File: config.mk
export PLATFORM = sky130hd
export DESIGN_NAME = uart_interface_flat
export DESIGN_NICKNAME = d
export VERILOG_FILES = /design/src/rtl/uart_interface_if.sv /design/src/rtl/uart_interface.sv /design/src/flat_wrapper.sv
export SDC_FILE = /design/constraint.sdc
export NUM_CORES = 1
export LEC_CHECK = 0
export ABC_AREA = 1
export CAP_MARGIN = 0
export CORE_UTILIZATION = 35
export DETAILED_ROUTE_END_ITERATION = 8
export GPL_TIMING_DRIVEN = 0
export SYNTH_ARGS = -nofsm -noshare
export SYNTH_HDL_FRONTEND = slang
export SYNTH_SLANG_ARGS = --single-unit
export TNS_END_PERCENT = 1
File: constraint.sdc
create_clock -name uart_clk -period 2.6 [get_ports uart_clk]
set_input_delay 0.65 -clock uart_clk [delete_from_list [all_inputs] [get_ports uart_clk]]
set_output_delay 0.65 -clock uart_clk [all_outputs]
set_load 0.02 [all_outputs]
File: src/rtl/uart_interface_if.sv
// -----------------------------------------------------------------------------
// uart_if -- signal bundle for the loop-back UART block.
//
// Members (directions as seen by the block, see modport dut):
//   clk       in   system clock, rising-edge logic
//   reset     in   asynchronous, active-high reset
//   transmit  in   start-transmission request (level, sampled on clk)
//   TxData    in   byte to send, captured when a request is accepted
//   busy      out  high while a transmit frame is in progress
//   tx        out  serial line, idles high
//   RxData    out  last correctly received byte
//   valid_rx  out  one-cycle pulse when RxData is updated
// -----------------------------------------------------------------------------
interface uart_if;
  logic       clk;
  logic       reset;
  logic       transmit;
  logic [7:0] TxData;
  logic       busy;
  logic       tx;
  logic [7:0] RxData;
  logic       valid_rx;

  modport dut (
    input  clk,
    input  reset,
    input  transmit,
    input  TxData,
    output busy,
    output tx,
    output RxData,
    output valid_rx
  );
endinterface

File: src/rtl/uart_interface.sv
// -----------------------------------------------------------------------------
// uart_interface -- 8N1 UART transmitter with the receiver looped back from
// its own tx line through a 2-flop synchronizer.
//
// Port: uart (uart_if.dut)
//   clk, reset, transmit, TxData  -> inputs
//   busy, tx, RxData, valid_rx    -> outputs
//
// Request handshake: transmit is a level request. It is accepted on any
// rising clk edge where the TX FSM is IDLE (busy=0); on that edge TxData is
// latched, and busy=1 / tx=0 appear right after it. While busy=1 the request
// is ignored. Holding transmit high restarts a frame every time busy falls.
// valid_rx is a single-cycle pulse with no back-pressure.
// -----------------------------------------------------------------------------
module uart_interface #(
  parameter int CLK_FREQ = 50_000_000,
  parameter int BAUD     = 115_200
) (
  uart_if.dut uart
);

  localparam int CLKS_PER_BIT = CLK_FREQ / BAUD;
  localparam int HALF_BIT     = CLKS_PER_BIT / 2;
  localparam int CW           = $clog2(CLKS_PER_BIT + 1);
  localparam logic [CW-1:0] BIT_LAST  = CW'(CLKS_PER_BIT - 1);
  localparam logic [CW-1:0] HALF_LAST = CW'(HALF_BIT - 1);

  typedef enum logic [1:0] {IDLE, START, DATA, STOP} state_t;

  // ---------------- transmitter ----------------
  state_t          tx_state, tx_state_n;
  logic [CW-1:0]   tx_cnt, tx_cnt_n;
  logic [2:0]      tx_idx, tx_idx_n;
  logic [7:0]      tx_shreg, tx_shreg_n;
  logic            tx_line, tx_line_n;
  logic            busy_r, busy_n;

  always_ff @(posedge uart.clk or posedge uart.reset) begin
    if (uart.reset) begin
      tx_state <= IDLE;
      tx_cnt   <= '0;
      tx_idx   <= '0;
      tx_shreg <= '0;
      tx_line  <= 1'b1;
      busy_r   <= 1'b0;
    end else begin
      tx_state <= tx_state_n;
      tx_cnt   <= tx_cnt_n;
      tx_idx   <= tx_idx_n;
      tx_shreg <= tx_shreg_n;
      tx_line  <= tx_line_n;
      busy_r   <= busy_n;
    end
  end

  always_comb begin
    tx_state_n = tx_state;
    tx_cnt_n   = tx_cnt + 1'b1;
    tx_idx_n   = tx_idx;
    tx_shreg_n = tx_shreg;
    tx_line_n  = tx_line;
    busy_n     = busy_r;
    case (tx_state)
      IDLE: begin
        tx_cnt_n = '0;
        if (uart.transmit) begin
          tx_state_n = START;
          tx_shreg_n = uart.TxData;
          tx_idx_n   = '0;
          tx_line_n  = 1'b0;
          busy_n     = 1'b1;
        end
      end
      START: begin
        if (tx_cnt == BIT_LAST) begin
          tx_state_n = DATA;
          tx_cnt_n   = '0;
          tx_line_n  = tx_shreg[0];
        end
      end
      DATA: begin
        if (tx_cnt == BIT_LAST) begin
          tx_cnt_n = '0;
          if (tx_idx == 3'd7) begin
            tx_state_n = STOP;
            tx_line_n  = 1'b1;
          end else begin
            // Shift so the next bit to send always sits at bit 1 before the
            // shift and bit 0 after it.
            tx_idx_n   = tx_idx + 3'd1;
            tx_shreg_n = {1'b0, tx_shreg[7:1]};
            tx_line_n  = tx_shreg[1];
          end
        end
      end
      STOP: begin
        if (tx_cnt == BIT_LAST) begin
          tx_state_n = IDLE;
          tx_cnt_n   = '0;
          busy_n     = 1'b0;
        end
      end
      default: tx_state_n = IDLE;
    endcase
  end

  // ---------------- receiver (looped back from tx) ----------------
  logic            rx_sync1, rx_sync2, rx_prev;
  state_t          rx_state, rx_state_n;
  logic [CW-1:0]   rx_cnt, rx_cnt_n;
  logic [2:0]      rx_idx, rx_idx_n;
  logic [7:0]      rx_shreg, rx_shreg_n;
  logic [7:0]      rx_data, rx_data_n;
  logic            valid_r, valid_n;

  always_ff @(posedge uart.clk or posedge uart.reset) begin
    if (uart.reset) begin
      rx_sync1 <= 1'b1;
      rx_sync2 <= 1'b1;
      rx_prev  <= 1'b1;
      rx_state <= IDLE;
      rx_cnt   <= '0;
      rx_idx   <= '0;
      rx_shreg <= '0;
      rx_data  <= '0;
      valid_r  <= 1'b0;
    end else begin
      rx_sync1 <= tx_line;
      rx_sync2 <= rx_sync1;
      rx_prev  <= rx_sync2;
      rx_state <= rx_state_n;
      rx_cnt   <= rx_cnt_n;
      rx_idx   <= rx_idx_n;
      rx_shreg <= rx_shreg_n;
      rx_data  <= rx_data_n;
      valid_r  <= valid_n;
    end
  end

  always_comb begin
    rx_state_n = rx_state;
    rx_cnt_n   = rx_cnt + 1'b1;
    rx_idx_n   = rx_idx;
    rx_shreg_n = rx_shreg;
    rx_data_n  = rx_data;
    valid_n    = 1'b0;
    case (rx_state)
      IDLE: begin
        rx_cnt_n = '0;
        if (rx_prev && !rx_sync2) begin
          rx_state_n = START;
          rx_idx_n   = '0;
        end
      end
      START: begin
        // Half a bit in: a high line means the falling edge was a glitch.
        if (rx_cnt == HALF_LAST) begin
          rx_cnt_n   = '0;
          rx_state_n = rx_sync2 ? IDLE : DATA;
        end
      end
      DATA: begin
        if (rx_cnt == BIT_LAST) begin
          rx_cnt_n   = '0;
          rx_shreg_n = {rx_sync2, rx_shreg[7:1]};
          if (rx_idx == 3'd7) rx_state_n = STOP;
          else                rx_idx_n   = rx_idx + 3'd1;
        end
      end
      STOP: begin
        // Mid-stop sample: a low line is a framing error and drops the byte.
        if (rx_cnt == BIT_LAST) begin
          rx_cnt_n   = '0;
          rx_state_n = IDLE;
          if (rx_sync2) begin
            rx_data_n = rx_shreg;
            valid_n   = 1'b1;
          end
        end
      end
      default: rx_state_n = IDLE;
    endcase
  end

  assign uart.tx       = tx_line;
  assign uart.busy     = busy_r;
  assign uart.RxData   = rx_data;
  assign uart.valid_rx = valid_r;

endmodule

File: src/flat_wrapper.sv
// flat-port wrapper written by rule: the top's interface ports become plain ports
module uart_interface_flat 
#(
  parameter int CLK_FREQ = 50_000_000,
  parameter int BAUD     = 115_200
)
  (uart_clk, uart_reset, uart_transmit, uart_TxData, uart_busy, uart_tx, uart_RxData, uart_valid_rx);
  uart_if uart_i ();
  input wire logic [$bits(uart_i.clk)-1:0] uart_clk;
  input wire logic [$bits(uart_i.reset)-1:0] uart_reset;
  input wire logic [$bits(uart_i.transmit)-1:0] uart_transmit;
  input wire logic [$bits(uart_i.TxData)-1:0] uart_TxData;
  output wire logic [$bits(uart_i.busy)-1:0] uart_busy;
  output wire logic [$bits(uart_i.tx)-1:0] uart_tx;
  output wire logic [$bits(uart_i.RxData)-1:0] uart_RxData;
  output wire logic [$bits(uart_i.valid_rx)-1:0] uart_valid_rx;
  assign uart_i.clk = uart_clk;
  assign uart_i.reset = uart_reset;
  assign uart_i.transmit = uart_transmit;
  assign uart_i.TxData = uart_TxData;
  assign uart_busy = uart_i.busy;
  assign uart_tx = uart_i.tx;
  assign uart_RxData = uart_i.RxData;
  assign uart_valid_rx = uart_i.valid_rx;
  uart_interface #(.CLK_FREQ(CLK_FREQ), .BAUD(BAUD)) u_core (.uart(uart_i));
endmodule
# After elaboration in Yosys (flattened, before gate mapping)
# Index checks and enable logic that the tools add are counted.
[word_totals]
out_inout_bits = 11
ff_bits = 58
wordCells = 101
[classes]
n_addsub = 4
muxes = 41
n_reduce_logical = 18
eq_ne = 23
[ops]
columns = ["cell", "n"]
rows = [
  ["9-bit 2-to-1 mux", 3],
  ["9-bit case mux with 3 select lines", 1],
  ["8-bit 2-to-1 mux", 3],
  ["2-bit 2-to-1 mux", 11],
  ["9-bit by 1-bit adder with 9-bit output (second input constant)", 2],
  ["9-bit equality test (second input constant)", 2],
  ["3-bit 2-to-1 mux", 6],
  ["2-bit by 1-bit inequality test with 1-bit output (second input constant)", 9],
  ["9-bit case mux with 2 select lines", 1],
  ["2-bit case mux with 4 select lines", 2],
  ["8-bit case mux with 2 select lines", 1],
  ["3-bit case mux with 2 select lines", 2],
  ["4-bit AND reduction", 3],
  ["5-bit AND reduction", 2],
  ["9-bit by 8-bit equality test with 1-bit output (second input constant)", 1],
  ["1-bit 2-to-1 mux", 9],
  ["2-bit equality test (second input constant)", 4],
  ["3-bit by 1-bit adder with 3-bit output (second input constant)", 2],
  ["3-bit equality test (second input constant)", 2],
  ["2-bit inequality test (second input constant)", 3],
  ["3-bit AND reduction", 2],
  ["2-bit nonzero test", 3],
  ["2-bit by 1-bit equality test with 1-bit output (second input constant)", 2],
  ["2-bit logical NOT", 2],
  ["8 further kinds", 8],
]

# Logic depth before layout (Yosys ltp)
# Gate-level depths: netlist (run 1).
[logic_depth]
ltp_word = 4
ltp_mapped = 11
ltp_nobuf = 11

# Worst setup path after synthesis (run 1)
# No wires, ideal clock.
[synth_path]
path_type = "register to register"
from = "register u_core.tx_state[0]"
to = "register u_core.tx_shreg[3]"
stages_incl_launch_ff = 11
t_arrival_ps = 1500
period_less_slack_ps = 1626
setup_time_ps = 126
setup_slack_ps = 974
required_ps = 2474
path_cell_list = "dfrtp_1 > inv_1 > ha_1 > inv_2 > nor2_4 > inv_2 > o21ai_1 > inv_2 > nor2_8 > buf_8 > o21ai_0"
[synth_between]
elab_chain_cells = 3
elab_cells_between_ends = 8
cone_classes = "4 x eq/ne; 1 x mux; 3 x reduce/logical"
[synth_rtl]
columns = ["element", "line", "text"]
rows = [
  ["start, declared", "uart_interface.sv:31", "state_t tx_state, tx_state_n;"],
  ["start signal, assigned", "uart_interface.sv:47", "tx_state <= tx_state_n;"],
  ["2-bit equality test or 2-bit logical NOT (tied branches)", "uart_interface.sv:63", "case (tx_state)"],
  ["2-bit inequality test (no line) (tied with other cells)", "-", ""],
  ["4-bit AND reduction (no line)", "-", ""],
  ["end signal, assigned", "uart_interface.sv:50", "tx_shreg <= tx_shreg_n;"],
  ["end, declared", "uart_interface.sv:34", "logic [7:0] tx_shreg, tx_shreg_n;"],
]
# Parallel ways exist; a longest one is shown, timed or not.
# A chain may end at the register's enable or synchronous reset.

# Worst setup path in the final report (run 1)
[layout_path]
from = "register u_core.tx_line, in the netlist u_core.uart.tx"
to = "output port uart_tx"
[layout_lines]
columns = ["element", "line", "text"]
rows = [
  ["start, declared", "uart_interface.sv:35", "logic tx_line, tx_line_n;"],
  ["start signal, assigned", "uart_interface.sv:51", "tx_line <= tx_line_n;"],
  ["end, declared", "flat_wrapper.sv:14", "output wire logic [$bits(uart_i.tx)-1:0] uart_tx;"],
]
# No word-level cell between the ends.

==> flow_summary.ini, run 1 <==
[power_and_ir_drop]
p_per_area_nw_per_um2 = 939
clockPowerShare_pct = 28.7
ir_worst_vdd_v = 0.000362
p_sw_mw = 1.21
intPower_mw = 2.10
switching_share_pct = 36.4
p_comb_share_pct = 34.3
leakage_nw = 1.85
p_seq_share_pct = 37.0

[die]
num_rows = 33
ioPinCount = 22
start_util_pct = 35.9
die-area_sq_um = 8760
dieHeight_um = 93.6
die_w_um = 93.6
core_sq_um = 8180

[placement]
gp_congestion = 0.799
place_area_sq_um = 3300
io_buffer_count = 21
dp.cells = 493
dpl.hpwl_um = 3790

[worst_setup_path]
critPathLaunchType = flop
crit_chain = clkdlybuf4s50_1
crit_required_ns = 1.95
crit_arrival_ns = 1.49
max_stage_delay_ns = 0.62
reg2reg_slack_ns = 0.68
path_max_fanout = 3
path_buf_inv = 1
r2r-end = u_core.tx_shreg[3]$_DFFE_PP0P_
critPathSlowestCell = clkdlybuf4s50_1
critPathKind = flop to output pin
reg2reg_from = u_core.tx_state[0]$_DFFE_PP0P_
crit_cells = 1
r2r_cells = 10
crit_family = buffers and inverters
endpoint_kind = output pin

[logic_synthesis]
yosysSeqAreaShare_pct = 49.6
ys_warn_count = 0
yosys-top-cells-count = 94 x nand2_1, 72 x inv_1, 54 x dfrtp_1
synth_area_sq_um = 2940
synth_area_leaders = dfrtp_1 46%, nand2_1 12%, inv_1 9.2%
async_flop_share_pct = 100
syn_nets = 391
synth_area_per_cell_sq_um = 8.02
yosys.area.top_type = dfrtp_1
synth_most_common_cell = nand2_1
yosysUniqueCellTypes = 30
dominantRegCellSynth = dfrtp_1
synthCells = 366
synth_edf_count = 0
ys_seq_elements = 58
synth_top_area_share_pct = 46.0

[clock_tree]
htreeDepth = 3
clk_pin_slew_ns = 0.06
clockBufferDepth = 2
clk-insertion-delay-late_ns = 0.34
clock_sinks = 58
cts_tree = built
cts_setup_buffers = 0
root_buffer = clkbuf_8
cts_buffers = 9
cts_resized = 0
hold_buffers = 0

[worst_hold_path]
hp-class = flop to flop
min-delay-start = u_core.rx_sync1$_DFF_PP1_
hold_depth = 0
holdPathEnd = u_core.rx_sync2$_DFF_PP1_

[timing]
relSlewSlack_pct = 72.9
period_minus_slack_ns = 2.14
setup-violations-final = 0
fin_crit_sh_pct = 82.3
max_freq_mhz = 467
finalSetupTns_ns = 0
drv_slew = 0
finalHoldViolations = 0
worstMarginPinSlew_ns = 0.406
skew_ns = 0.00808
hold_slack_ns = 0.354
rsz0062_at_grt = no

[job]
drv_cap = 0

[routing]
drtAntennaViolNets = 0
drt-initial-drc-count = 43
wire_per_inst_um = 10.4
drc = 0
vias_per_cell = 4.48
drtPass1Iterations = 4
via_count = 2280
wirelength_um = 5290

[grt]
grt_pass1_wl_um = 9270
antenna_found_initial = 0
grt_overflow = 0
grt_max_degree = 42
grt_pass1_vias = 2132
grt_use_total_pct = 13.6

[status]
status = finished clean

[cells_and_area]
final-instance-count-excl-fill = 509
antenna_cells = 0
postLayoutCellArea_sq_um = 3530
n_fill_cell = 824
finish.utilization_pct = 43.1
fin_nets = 424
drive_above_1_share_pct = 9.16
syn_to_final_growth_pct = 20.1
==> logic make-up after synthesis <==
| group | count (synthesis) | share of synthesized area (%) |
|---|---|---|
| AOI/OAI and AO/OA | 50 | 8.95 |
| DFF | 58 | 49.6 |
| xor gates and xnor gates | 3 | 0.895 |
| buffers and inverters | 80 | 10.8 |
| adders and majority gates | 14 | 5.97 |
| and+or+nand+nor | 161 | 23.7 |
==> layout by cell type (no fill, tap or decap), drive strengths merged <==
| master | Yosys | routed |
|---|---|---|
| nand2 | 96 | 96 |
| inv | 76 | 76 |
| dfrtp | 54 | 54 |
| o21ai | 41 | 41 |
| nor2 | 35 | 35 |
| clkdlybuf4s50 | 0 | 21 |
| ha | 14 | 14 |
| nand3 | 12 | 12 |
| clkbuf | 0 | 12 |
| nor3 | 8 | 8 |
| nand4 | 7 | 7 |
| a21oi | 5 | 5 |
| buf | 4 | 5 |
| dfstp | 4 | 4 |
| xnor2 | 2 | 2 |
| bufinv | 0 | 2 |
| clkinv | 0 | 2 |
| or2 | 1 | 1 |
| a31oi | 1 | 1 |
| nor3b | 1 | 1 |
| xor2 | 1 | 1 |
| a21o | 1 | 1 |
| o31ai | 1 | 1 |
| nor4 | 1 | 1 |
| a21boi | 1 | 1 |
==> metal layers <==
metal	track usage [%]	routed length [um]	vias up
li1	-	-	1195
met2	21.9	2460	25
met1	16.7	2610	1055
met3	5.85	180	5
met5	0	0	-
met4	3.72	39	0
==> flip-flops by register name (all words and copies together), names as in the netlist, named ones only <==
register	flops
u_core.rx_sync1	1
u_core.rx_sync2	1
u_core.uart.tx	1
u_core.uart.busy	1
u_core.tx_idx	3
u_core.rx_shreg	8
u_core.uart.valid_rx	1
u_core.tx_state	2
u_core.tx_cnt	9
u_core.rx_idx	3
u_core.rx_state	1
u_core.uart.RxData	8
u_core.tx_shreg	8
u_core.rx_prev	1
u_core.rx_cnt	9
==> worst max-delay path by stage <==
| stage | startpoint | end | slack (ns) |
|---|---|---|---|
| floorplan | uart_reset | asynchronous set/reset pin | 0.53 |
| global placement | uart_reset | u_core.tx_state[1]$_DFFE_PP0P_ | -0.63 |
| detailed placement | uart_transmit | u_core.tx_shreg[3]$_DFFE_PP0P_ | 0.58 |
| CTS | u_core.uart.tx$_DFFE_PP1P_ | uart_tx | 0.42 |
| global route | u_core.uart.tx$_DFFE_PP1P_ | uart_tx | 0.40 |
| finish | u_core.uart.tx$_DFFE_PP1P_ | uart_tx | 0.46 |
==> per-stage QoR <==
| step | power (mW) | worst slack [ns] |
|---|---|---|
| floorplan | 2.11 | 0.529 |
| global placement | 2.35 | -0.628 |
| detailed placement | 2.38 | 0.583 |
| CTS | 3.36 | 0.420 |
| global route | 3.57 | 0.403 |
| finish | 3.31 | 0.459 |
==> power groups by stage <==
stage | Combinational, mW | Clock, mW | Sequential [mW]
2_1_floorplan | 0.887 | 0 | 1.22
3_3_place_gp | 1.12 | 0 | 1.24
3_5_place_dp | 1.14 | 0 | 1.24
4_1_cts | 1.15 | 0.981 | 1.23
5_1_grt | 1.30 | 1.02 | 1.25
6_report | 1.13 | 0.949 | 1.23
==> area by class of cell <==
| cell class | instances | area [sq um] | area share (%) |
|---|---|---|---|
| clock buffer | 12 | 155 | 4.40 |
| tap | 105 | 131 | 3.73 |
| multi-input combinational | 228 | 1160 | 32.9 |
| buffer | 4 | 32.5 | 0.923 |
| inverter | 76 | 285 | 8.09 |
| clock inverter | 4 | 73.8 | 2.09 |
| timing repair buffer | 22 | 230 | 6.53 |
| sequential | 58 | 1460 | 41.3 |
(Power assumes the default switching activity.)
==> run 2: changes to the inputs <==
- clock period: 2.6 -> 1.8 ns (I/O delays scaled with it)
==> run 2 against run 1 <==
  * Routed wire length decreased by 0.89%
  * Clock power grew 28%
  * Critical endpoint is now uart_RxData[2]
  * Largest power group unchanged
  * Register-to-register slack lost 0.54 ns
==> flow_summary.ini, run 2 (synthesis gave the netlist of run 1 again) <==
[timing]
worstMarginPinSlew_ns = 0.376
finalHoldViolations = 0
skew_ns = 0.00583
max_freq_mhz = 579
relSlewSlack_pct = 74.9
drv_slew = 0
finalSetupTns_ns = 0
setup-violations-final = 0
rsz0062_at_grt = yes
period_minus_slack_ns = 1.73
fin_crit_sh_pct = 96.0

[worst_setup_path]
path_max_fanout = 2
crit_family = buffers and inverters
reg2reg_slack_ns = 0.14
reg2reg_from = u_core.tx_state[1]$_DFFE_PP0P_
endpoint_kind = output pin
max_stage_delay_ns = 0.60
r2r_cells = 9
crit_chain = clkdlybuf4s50_1
crit_required_ns = 1.35
r2r-end = u_core.tx_shreg[5]$_DFFE_PP0P_
critPathKind = flop to output pin
path_buf_inv = 1
crit_arrival_ns = 1.28
crit_cells = 1
critPathLaunchType = flop
critPathSlowestCell = clkdlybuf4s50_1

[die]
dieHeight_um = 93.6
num_rows = 33
die_w_um = 93.6
die-area_sq_um = 8760
start_util_pct = 35.9
ioPinCount = 22
core_sq_um = 8180

[routing]
drc = 0
wire_per_inst_um = 10.3
via_count = 2260
drtAntennaViolNets = 0
drt-initial-drc-count = 64
wirelength_um = 5240
vias_per_cell = 4.44
drtPass1Iterations = 4

[grt]
grt_use_total_pct = 14.0
grt_overflow = 0
grt_pass1_wl_um = 9420
antenna_found_initial = 0
grt_max_degree = 59
grt_pass1_vias = 2158

[cells_and_area]
largestRegisters = u_core.rx_cnt (9), u_core.tx_cnt (9)
layout_commonest_cell = nand2_1
most-common-layout-cells = 93 x nand2_1, 68 x inv_1, 54 x dfrtp_1
drive_above_1_share_pct = 10.9
antenna_cells = 0
syn_to_final_growth_pct = 20.2
finish.utilization_pct = 43.2
final-instance-count-excl-fill = 509
fin_nets = 424
postLayoutCellArea_sq_um = 3530

[placement]
place_area_sq_um = 3280
dpl.hpwl_um = 3610
gp_congestion = 0.854
dp.cells = 492
io_buffer_count = 21

[worst_hold_path]
hold_depth = 0
min-delay-start = u_core.rx_sync1$_DFF_PP1_
holdPathEnd = u_core.rx_sync2$_DFF_PP1_
hp-class = flop to flop

[power_and_ir_drop]
total_power_mw = 4.67
ir_worst_vdd_v = 0.000576
leakage_nw = 1.85
p_per_area_nw_per_um2 = 1320

[clock_tree]
htreeDepth = 3
clk_pin_slew_ns = 0.06
clock_sinks = 58
clockBufferDepth = 2
root_buffer = clkbuf_8
clk-insertion-delay-late_ns = 0.33
hold_buffers = 0
cts_tree = built
cts_buffers = 9

[status]
status = finished clean

[job]
drv_cap = 0
==> run 2: per-stage QoR <==
step	worst slack, ns	hold slack [ns]
floorplan	0.174	0.345
global placement	-0.0818	0.346
detailed placement	-0.106	0.350
CTS	0.0226	0.371
global route	-0.0245	0.371
finish	0.0727	0.363
==> run 2: what timing repair did <==
item / 4_1_cts / 5_1_grt
buffers inserted: 0 / 0
setup endpoints to repair: 13 / 30
pin swaps: 0 / 1
gates resized for setup: 4 / 11
endpoints found under the hold margin: 0 / 0
cloned: 0 / 0
==> run 2: per-layer routing <==
metal | wire length [um] | part of all wire (%) | global-route usage [%]
met5 | 0 | 0 | 0
met4 | 34 | 0.65 | 4.62
met3 | 202 | 3.9 | 5.20
met2 | 2340 | 45 | 21.8
met1 | 2660 | 51 | 17.8
==> run 2: area by class of cell <==
cell class	instances	area [sq um]
timing repair buffer	22	230
clock inverter	2	35.0
fill	811	4650
multi-input combinational	228	1190
clock buffer	14	163
inverter	76	292
buffer	4	32.5
tap	105	131
sequential	58	1460
==> run 2: worst max path at each step <==
stage | start | end | slack [ns]
after floorplan | u_core.tx_state[0]$_DFFE_PP0P_ | u_core.tx_shreg[3]$_DFFE_PP0P_ | 0.17
after global placement | uart_reset | u_core.tx_idx[1]$_DFFE_PP0P_ | -0.08
after detailed placement | u_core.tx_state[0]$_DFFE_PP0P_ | u_core.tx_shreg[5]$_DFFE_PP0P_ | -0.11
after CTS | u_core.uart.RxData[6]$_DFFE_PP0P_ | uart_RxData[6] | 0.02
after global routing | u_core.tx_state[1]$_DFFE_PP0P_ | u_core.tx_shreg[5]$_DFFE_PP0P_ | -0.02
final | u_core.uart.RxData[2]$_DFFE_PP0P_ | uart_RxData[2] | 0.07
==> run 2: where the power goes <==
group          internal, mW  total (mW)  switching (mW)
combinational         0.600        1.68            1.08
clock                 0.715        1.21           0.498
sequential             1.59        1.78           0.183
==> run 3: changes to the inputs <==
- ABC_CLOCK_PERIOD_IN_PS: unset -> 1800
- CELL_PAD_IN_SITES_DETAIL_PLACEMENT: unset -> 1
- CELL_PAD_IN_SITES_GLOBAL_PLACEMENT: unset -> 1
- PLACE_DENSITY_LB_ADDON: unset -> 0.1
==> run 3 against run 2 <==
  * Sequential share of layout area down 0.42 points
  * Final area up 1.0%
  * Largest cell class unchanged
  * Worst setup slack worse by 0.021 ns
  * Routed wire length up 17%
  * Critical path type unchanged
  * Sequential power about the same
  * First-iteration DRC count down 27%
  * Fmax down 1.2%
  * Non-clock buffer count unchanged
  * Power up 6.0%
==> flow_summary.ini, run 3 (synthesis gave the netlist of run 1 again) <==
[status]
status = finished clean

[job]
drv_cap = 0

[worst_setup_path]
path_max_fanout = 2
crit_required_ns = 1.35
endpoint_kind = output pin
critPathLaunchType = flop
r2r_cells = 10
reg2reg_from = u_core.tx_state[0]$_DFFE_PP0P_
max_stage_delay_ns = 0.62
path_buf_inv = 1
critPathKind = flop to output pin
crit_arrival_ns = 1.30
crit_cells = 1
r2r-end = u_core.tx_shreg[3]$_DFFE_PP0P_
critPathSlowestCell = clkdlybuf4s50_1
crit_chain = clkdlybuf4s50_1
critPathLaunch = u_core.uart.busy$_DFFE_PP0P_
worstSetupEndpoint = uart_busy
reg2reg_slack_ns = 0.11
crit_family = buffers and inverters

[routing]
drc = 0
drtPass1Iterations = 4
vias_per_cell = 4.61
drtAntennaViolNets = 0
wirelength_um = 6130
via_count = 2346
drt-initial-drc-count = 47
wire_per_inst_um = 12.0

[clock_tree]
root_buffer = clkbuf_8
cts_buffers = 9
clk-insertion-delay-late_ns = 0.33
clk_pin_slew_ns = 0.06
htreeDepth = 3
clockBufferDepth = 2
clock_sinks = 58
cts_tree = built
cts_setup_buffers = 0

[cells_and_area]
drive_above_1_share_pct = 11.4
syn_to_final_growth_pct = 21.5
final-instance-count-excl-fill = 509
most-common-layout-cells = 94 x nand2_1, 68 x inv_1, 54 x dfrtp_1
antenna_cells = 0
fin_nets = 424
postLayoutCellArea_sq_um = 3570
layout_commonest_cell = nand2_1
largestRegisters = u_core.rx_cnt (9), u_core.tx_cnt (9)

[timing]
relSlewSlack_pct = 60.4
rsz0062_at_grt = yes
drv_slew = 0
finalHoldViolations = 0
worstMarginPinSlew_ns = 0.592
skew_ns = 0.00904
period_minus_slack_ns = 1.75
setup-violations-final = 0
hold_slack_ns = 0.357
fin_crit_sh_pct = 97.1
max_freq_mhz = 572
timing.final.ws_setup_ns = 0.0517

[grt]
grt_use_total_pct = 15.9
grt_overflow = 0
grt_max_degree = 59
antenna_found_initial = 0
grt_pass1_wl_um = 10900
grt_pass1_vias = 2427

[die]
ioPinCount = 22
start_util_pct = 35.9
dieHeight_um = 93.6
core_sq_um = 8180
num_rows = 33
die-area_sq_um = 8760
die_w_um = 93.6

[power_and_ir_drop]
leakage_nw = 1.84
p_per_area_nw_per_um2 = 1390
ir_worst_vdd_v = 0.000601

[placement]
dpl.hpwl_um = 4400
place_area_sq_um = 3280
dp.cells = 492
io_buffer_count = 21
place_ws_ns = -0.200
gp_congestion = 0.779

[worst_hold_path]
hp-class = flop to flop
==> run 3: routing by layer <==
layer / share of wire (%) / routed length (um) / up-vias / GRT usage [%]
met4: 1.2 / 76 / 0 / 6.15
li1: - / - / 1198 / -
met3: 1.8 / 108 / 8 / 2.93
met1: 48 / 2920 / 1120 / 20.1
met2: 49 / 3020 / 20 / 26.9
met5: 0 / 0 / - / 0
==> run 3: stage by stage <==
stage	power, mW	utilization, %	setup TNS (ns)
after floorplan	3.05	-	0
final	4.95	43.6	0
after CTS	5.02	43.2	0
after global routing	5.37	43.6	-0.112
after global placement	3.45	40.1	-8.83
after detailed placement	3.52	40.1	-9.11
==> run 3: area by class of cell <==
type / instances / area [sq um]
fill: 1007 / 4610
inverter: 76 / 292
sequential: 58 / 1460
clock inverter: 4 / 72.6
buffer: 4 / 32.5
clock buffer: 12 / 165
timing repair buffer: 22 / 229
tap: 105 / 131
multi-input combinational: 228 / 1190
==> run 3: how the worst min path moves through the flow <==
stage / slack (ns) / start / endpoint / cells after the start
CTS: 0.36 / u_core.rx_sync1$_DFF_PP1_ / u_core.rx_sync2$_DFF_PP1_ / 0
floorplan: 0.35 / u_core.rx_sync1$_DFF_PP1_ / u_core.rx_sync2$_DFF_PP1_ / 0
finish: 0.36 / u_core.rx_sync1$_DFF_PP1_ / u_core.rx_sync2$_DFF_PP1_ / 0
global placement: 0.35 / u_core.rx_sync1$_DFF_PP1_ / u_core.rx_sync2$_DFF_PP1_ / 0
detailed placement: 0.35 / u_core.rx_sync1$_DFF_PP1_ / u_core.rx_sync2$_DFF_PP1_ / 0
global route: 0.36 / u_core.rx_sync1$_DFF_PP1_ / u_core.rx_sync2$_DFF_PP1_ / 0
==> run 3: where the power goes <==
group | internal [mW] | switching [mW] | leakage, nW
clock | 0.891 | 0.537 | 0.119
sequential | 1.59 | 0.186 | 0.766
combinational | 0.620 | 1.12 | 0.960
total | 3.10 | 1.84 | 1.84
==> run 3: timing repair <==
| item | CTS | global route |
|---|---|---|
| hold buffers | 0 | 0 |
| endpoints found under the setup margin | 12 | 28 |
| gates resized for setup | 4 | 7 |
| pin swaps | 0 | 1 |
